===== src/rtl/simon_sequencer.sv =====
// Tile memory game engine: grows a random tile sequence, plays it back as
// timed flashes, checks the player's echo and keeps current/best scores.
module simon_sequencer #(
    parameter int          NUM_TILES      = 4,
    parameter int          TILE_W         = 2,
    parameter int          MAX_LEN        = 16,
    parameter int          LEN_W          = 5,
    parameter int          FLASH_CYCLES   = 25000000,
    parameter int          GAP_CYCLES     = 12500000,
    parameter int          TIMEOUT_CYCLES = 0,
    parameter logic [15:0] SEED           = 16'hACE1
) (
    input  logic              clock,
    input  logic              reset,
    input  logic              start,
    input  logic              key_valid,
    input  logic [TILE_W-1:0] key_tile,
    output logic              show_on,
    output logic [TILE_W-1:0] show_tile,
    output logic              await_input,
    output logic [LEN_W-1:0]  score,
    output logic [LEN_W-1:0]  best_score,
    output logic              game_over,
    output logic              win
);

    localparam int TMR_MAX = (FLASH_CYCLES > GAP_CYCLES) ? FLASH_CYCLES : GAP_CYCLES;
    localparam int TMR_W   = (TMR_MAX > 1) ? $clog2(TMR_MAX) : 1;
    localparam int TO_W    = (TIMEOUT_CYCLES > 1) ? $clog2(TIMEOUT_CYCLES) : 1;
    localparam int IDX_W   = (MAX_LEN > 1) ? $clog2(MAX_LEN) : 1;

    localparam logic [TMR_W-1:0] GAP_LOAD   = TMR_W'(GAP_CYCLES - 1);
    localparam logic [TMR_W-1:0] FLASH_LOAD = TMR_W'(FLASH_CYCLES - 1);
    localparam logic [TO_W-1:0]  TO_LOAD    = (TIMEOUT_CYCLES > 0) ? TO_W'(TIMEOUT_CYCLES - 1) : '0;

    typedef enum logic [2:0] {
        IDLE, APPEND, SHOW_GAP, SHOW_ON, WAIT_KEY, LOSE, WIN
    } state_t;

    state_t              state, state_n;
    logic [LEN_W-1:0]    len, len_n;
    logic [LEN_W-1:0]    idx, idx_n;
    logic [TMR_W-1:0]    timer, timer_n;
    logic [TO_W-1:0]     tcnt, tcnt_n;
    logic [15:0]         lfsr;
    logic [TILE_W-1:0]   mem [MAX_LEN];
    logic                mem_we;
    logic [TILE_W-1:0]   new_tile;
    logic                key_ok;

    logic                show_on_n, await_n, go_n, win_n;
    logic [TILE_W-1:0]   show_tile_n;
    logic [LEN_W-1:0]    score_n, best_n;

    assign new_tile = TILE_W'(lfsr[7:0] % 8'(NUM_TILES));
    assign key_ok   = ({1'b0, key_tile} < (TILE_W+1)'(NUM_TILES)) &&
                      (key_tile == mem[idx[IDX_W-1:0]]);

    always_comb begin
        state_n     = state;
        len_n       = len;
        idx_n       = idx;
        timer_n     = timer;
        tcnt_n      = tcnt;
        show_on_n   = show_on;
        show_tile_n = show_tile;
        await_n     = await_input;
        score_n     = score;
        best_n      = best_score;
        go_n        = game_over;
        win_n       = win;
        mem_we      = 1'b0;

        case (state)
            IDLE, LOSE, WIN: begin
                if (start) begin
                    len_n   = '0;
                    score_n = '0;
                    go_n    = 1'b0;
                    win_n   = 1'b0;
                    state_n = APPEND;
                end
            end
            APPEND: begin
                mem_we  = 1'b1;
                len_n   = len + LEN_W'(1);
                idx_n   = '0;
                timer_n = GAP_LOAD;
                state_n = SHOW_GAP;
            end
            SHOW_GAP: begin
                if (timer == '0) begin
                    if (idx < len) begin
                        show_tile_n = mem[idx[IDX_W-1:0]];
                        show_on_n   = 1'b1;
                        timer_n     = FLASH_LOAD;
                        state_n     = SHOW_ON;
                    end else begin
                        idx_n   = '0;
                        tcnt_n  = TO_LOAD;
                        await_n = 1'b1;
                        state_n = WAIT_KEY;
                    end
                end else begin
                    timer_n = timer - TMR_W'(1);
                end
            end
            SHOW_ON: begin
                if (timer == '0) begin
                    idx_n     = idx + LEN_W'(1);
                    timer_n   = GAP_LOAD;
                    show_on_n = 1'b0;
                    state_n   = SHOW_GAP;
                end else begin
                    timer_n = timer - TMR_W'(1);
                end
            end
            WAIT_KEY: begin
                if (key_valid) begin
                    if (!key_ok) begin
                        go_n    = 1'b1;
                        await_n = 1'b0;
                        state_n = LOSE;
                    end else if ((idx + LEN_W'(1)) == len) begin
                        score_n = len;
                        if (len > best_score) best_n = len;
                        await_n = 1'b0;
                        if (len == LEN_W'(MAX_LEN)) begin
                            win_n   = 1'b1;
                            state_n = WIN;
                        end else begin
                            state_n = APPEND;
                        end
                    end else begin
                        idx_n  = idx + LEN_W'(1);
                        tcnt_n = TO_LOAD;
                    end
                end else if (TIMEOUT_CYCLES > 0) begin
                    // Timeout expiry behaves exactly like a wrong key.
                    if (tcnt == '0) begin
                        go_n    = 1'b1;
                        await_n = 1'b0;
                        state_n = LOSE;
                    end else begin
                        tcnt_n = tcnt - TO_W'(1);
                    end
                end
            end
            default: state_n = IDLE;
        endcase
    end

    always_ff @(posedge clock) begin
        if (reset) begin
            state       <= IDLE;
            len         <= '0;
            idx         <= '0;
            timer       <= '0;
            tcnt        <= '0;
            lfsr        <= SEED;
            show_on     <= 1'b0;
            show_tile   <= '0;
            await_input <= 1'b0;
            score       <= '0;
            best_score  <= '0;
            game_over   <= 1'b0;
            win         <= 1'b0;
        end else begin
            state       <= state_n;
            len         <= len_n;
            idx         <= idx_n;
            timer       <= timer_n;
            tcnt        <= tcnt_n;
            lfsr        <= {lfsr[14:0], lfsr[15] ^ lfsr[13] ^ lfsr[12] ^ lfsr[10]};
            show_on     <= show_on_n;
            show_tile   <= show_tile_n;
            await_input <= await_n;
            score       <= score_n;
            best_score  <= best_n;
            game_over   <= go_n;
            win         <= win_n;
        end
    end

    always_ff @(posedge clock) begin
        if (!reset && mem_we) mem[len[IDX_W-1:0]] <= new_tile;
    end

endmodule


===== config.mk =====
export PLATFORM = sky130hd
export DESIGN_NAME = simon_sequencer
export DESIGN_NICKNAME = d
export VERILOG_FILES = /design/src/rtl/simon_sequencer.sv
export SDC_FILE = /design/constraint.sdc
export NUM_CORES = 1
export LEC_CHECK = 0
export ABC_AREA = 1
export BUFFER_PORTS_ARGS = -buffer_cell sky130_fd_sc_hd__buf_4
export CAP_MARGIN = 10
export CORE_MARGIN = 2
export CORE_UTILIZATION = 45
export CTS_CLUSTER_DIAMETER = 150
export DETAILED_ROUTE_END_ITERATION = 6
export HOLD_SLACK_MARGIN = 0.12
export PLACE_DENSITY_LB_ADDON = 0.15
export SYNTH_ARGS = -nofsm -noshare
export SYNTH_HDL_FRONTEND = slang
export SYNTH_SLANG_ARGS = --single-unit
export TNS_END_PERCENT = 30

===== constraint.sdc =====
create_clock -name clock -period 2.02 [get_ports clock]
set_clock_uncertainty 0.2 [all_clocks]
set_input_delay 0.505 -clock clock [delete_from_list [all_inputs] [get_ports clock]]
set_output_delay 0.505 -clock clock [all_outputs]
set_load 0.005 [all_outputs]

==> results.yml <==
run_status:
  status: "complete, but fails checks"
  violations: "negative setup slack"
run:
  maxCapViolCount: 0
worst_setup_path:
  path_buf_inv: 3
  critical_path.cell_chain: "buf_6 -> nand3_2 -> xnor2_2 -> inv_1 -> nand2_1 -> nand2_1 -> nand4_1 -> buf_6 -> nand3_2 -> nor2_4 -> nand2_4 -> o21ai_2 -> nor2_2"
  cp_top_family: "simple AND/OR/NAND/NOR gates"
  reg2reg_from: "idx[2]"
  max_stage_delay_ns: 0.37
  critPathMaxFanout: 6
  crit_path_end_kind: "register"
  critPathKind: "reg2reg"
  cp.arrival_ns: 2.22
  crit_slowest_cell: "dfxtp_4"
  worstPathRequired_ns: 2.07
  crit_path_start_kind: "register"
  rr_worst_depth: 13
  r2r_slack_ns: -0.15
yosys:
  yosysTopAreaCell: "dfxtp_1"
  synth_cell_types: 39
  synth_top_area_share_pct: 27.0
  synthTopCellsByArea: "dfxtp_1 27%, edfxtp_1 18%, nand2_1 10%, nor2_1 8.1%, inv_1 6.9%"
  synth_common_cells: "151 x nand2_1, 119 x nor2_1, 101 x inv_1"
  syn_inst: 724
  async_flop_share_pct: 0
  yosysSeqAreaShare_pct: 44.5
  ys_warn_count: 0
  synth_ff_type: "dfxtp_1"
  avgSynthCellArea_sq_um: 7.58
  yosysMostFrequentCell: "nand2_1"
  synth_edf_count: 32
  syn_area_sq_um: 5490
  yosys_register_bits: 106
  syn_nets: 747
clocking:
  cts_num_sinks: 106
  cts_root_buf: "clkbuf_16"
  insertion_delay_ns: 0.36
  cts_buffers: 9
  clk_pin_slew_ns: 0.07
  clock_path_buffers: 2
  cts_tree: "yes"
  postCtsHoldBufs: 0
  htree_levels: 3
die:
  core_sq_um: 12000
  rows: 40
  die_y_microns: 114
  die_x_microns: 114
  io_pins: 22
  initial_core_util_pct: 45.9
  dieArea_sq_um: 13100
global_route:
  grt.busiest_layer: "met2"
  overflow: 0
  use_met2_pct: 37.0
  grt_usage_pct: 22.4
  antenna_found_initial: 0
  grt_max_degree: 26
  grt_pass1_vias: 4998
  grt_pass1_wl_microns: 23100
  grtUsageMet3_pct: 2.91
  gr-usage-met1_pct: 29.3
power:
  powerDensity_nw_per_um2: 1380
  irDropWorstVdd_v: 0.000887
  total_power_mw: 10.4
  leakage_nw: 3.40
route:
  drt-wirelength-per-cell_microns: 14.2
  drt_iter0_drc: 383
  drt-total-wl_microns: 14300
  drtAntennaViolNets: 0
  drt_first_pass_iters: 5
  via_count: 5152
  via_per_inst: 5.10
  drc_errors: 0
timing:
  relSlewSlack_pct: 60.3
  max_freq_mhz: 462
  fin_crit_sh_pct: 107
  finalMaxSlewViolations: 0
  finalWorstSetupSlack_ns: -0.146
  hold_viol: 0
  rsz0062_at_grt: "true"
  worst_pin_slew_ns: 0.594
  setup_viol: 43
  min_period_ns: 2.17
placed_design:
  hpwlAfterDp_microns: 9870
  gp_congestion: 0.886
  dp_worst_setup_slack_ns: -0.235
  io_buffers: 21
worst_hold_path:
  min_from: "lfsr[8]"
  min_to: "lfsr[9]"
  hold_path_class: "reg2reg"
  min_path_cells: 2
finish:
  fill_cells: 1011
  fin_nets: 882
  layout-drive-gt1-share_pct: 36.8
  diodes: 0
  area_delta_synth_final_pct: 37.4
==> placed cells by master (no fill, tap or decap), types with 11 or more instances in the layout <==
cell type and count:
nand3_2 22, nand2_2 23, buf_4 118, buf_6 17, nand4_1 16, nand2_1 136
nand3_1 25, nor2_2 26, inv_2 14, inv_1 87, o21ai_0 12, o21ai_2 11
ha_1 12, o21ai_1 14, a21oi_1 20, nor2_1 91, dfxtp_1 62, edfxtp_1 32
==> how the worst max path moves through the flow <==
stage / from / end / slack, ns / depth (start not counted)
finish: idx[2] / register / -0.15 / 13
floorplan: len[1] / timer[7] / 0.002 / 13
global placement: idx[1] / score[2] / -0.22 / 12
detailed placement: idx[1] / score[4] / -0.23 / 12
global route: idx[0] / register / -0.31 / 14
CTS: timer[1] / timer[19] / -0.10 / 15
==> layout make-up <==
type                    count  area [sq um]  share of cell area [%]
clock buffers               9           225                    2.99
clock inverters             7           108                    1.43
inverters                 107           429                    5.69
multi-input cells         497          3000                    39.8
flip-flops and latches    106          2470                    32.8
well taps                 147           184                    2.44
repair buffers            137          1110                    14.8
repair inverters            1          6.26                  0.0830
==> where the power goes <==
group | internal (mW) | total, mW | switching (mW)
sequential | 2.59 | 2.88 | 0.297
combinational | 2.51 | 5.56 | 3.05
clock | 1.11 | 1.97 | 0.853
==> layer usage <==
metal,share of wire [%],vias up,routed length [microns]
li1,-,2598,-
met1,46,2409,6540
met2,49,120,6970
met3,3.4,25,487
met4,2.2,0,315
met5,0,-,0
==> what timing repair did <==
item | in CTS | in global routing
resized for setup | 92 | 87
pin swaps | 32 | 32
setup endpoints to repair | 52 | 79
cloned | 2 | 1
setup buffers | 13 | 9
==> metrics by stage <==
step | instances | util [%] | setup TNS (ns) | hold slack, ns | cell area, sq um
6_report | 1011 | 63.0 | -3.42 | 0.208 | 7540
3_3_place_gp | 972 | 54.0 | -5.47 | 0.191 | 6460
4_1_cts | 1002 | 59.9 | -1.66 | 0.213 | 7170
2_1_floorplan | 724 | - | 0 | 0.188 | 5510
3_5_place_dp | 972 | 54.0 | -6.12 | 0.199 | 6460
5_1_grt | 1011 | 63.0 | -10.71 | 0.224 | 7540
==> sequential cells by signal, indices dropped and copies added, names as in the netlist, named ones only <==
| name | flops |
|---|---|
| idx | 5 |
| mem | 32 |
| len | 5 |
| game_over | 1 |
| show_on | 1 |
| show_tile | 2 |
| win | 1 |
| best_score | 5 |
| timer | 25 |
| score | 5 |
| await_input | 1 |
| state | 3 |
| lfsr | 16 |
==> cells by family after synthesis <==
logic type	after synthesis	share of synthesized area, %
xor gates and xnor gates	15	2.39
DFF	106	44.5
and+or+nand+nor	384	31.5
adders and majority gates	17	3.88
AOI/OAI and AO/OA	79	7.96
buffers and inverters	123	9.76
==> worst reg2reg max path: cells and delay by family (launching register included) <==
family / cells / cell delay [ns]
AO/OA/AOI/OAI: 1 / 0.14
buffers and inverters: 3 / 0.33
AND/OR/NAND/NOR: 8 / 0.83
XOR/XNOR: 1 / 0.19
flip-flops: 1 / 0.37
No activity file was read; power rests on OpenSTA's default activity.
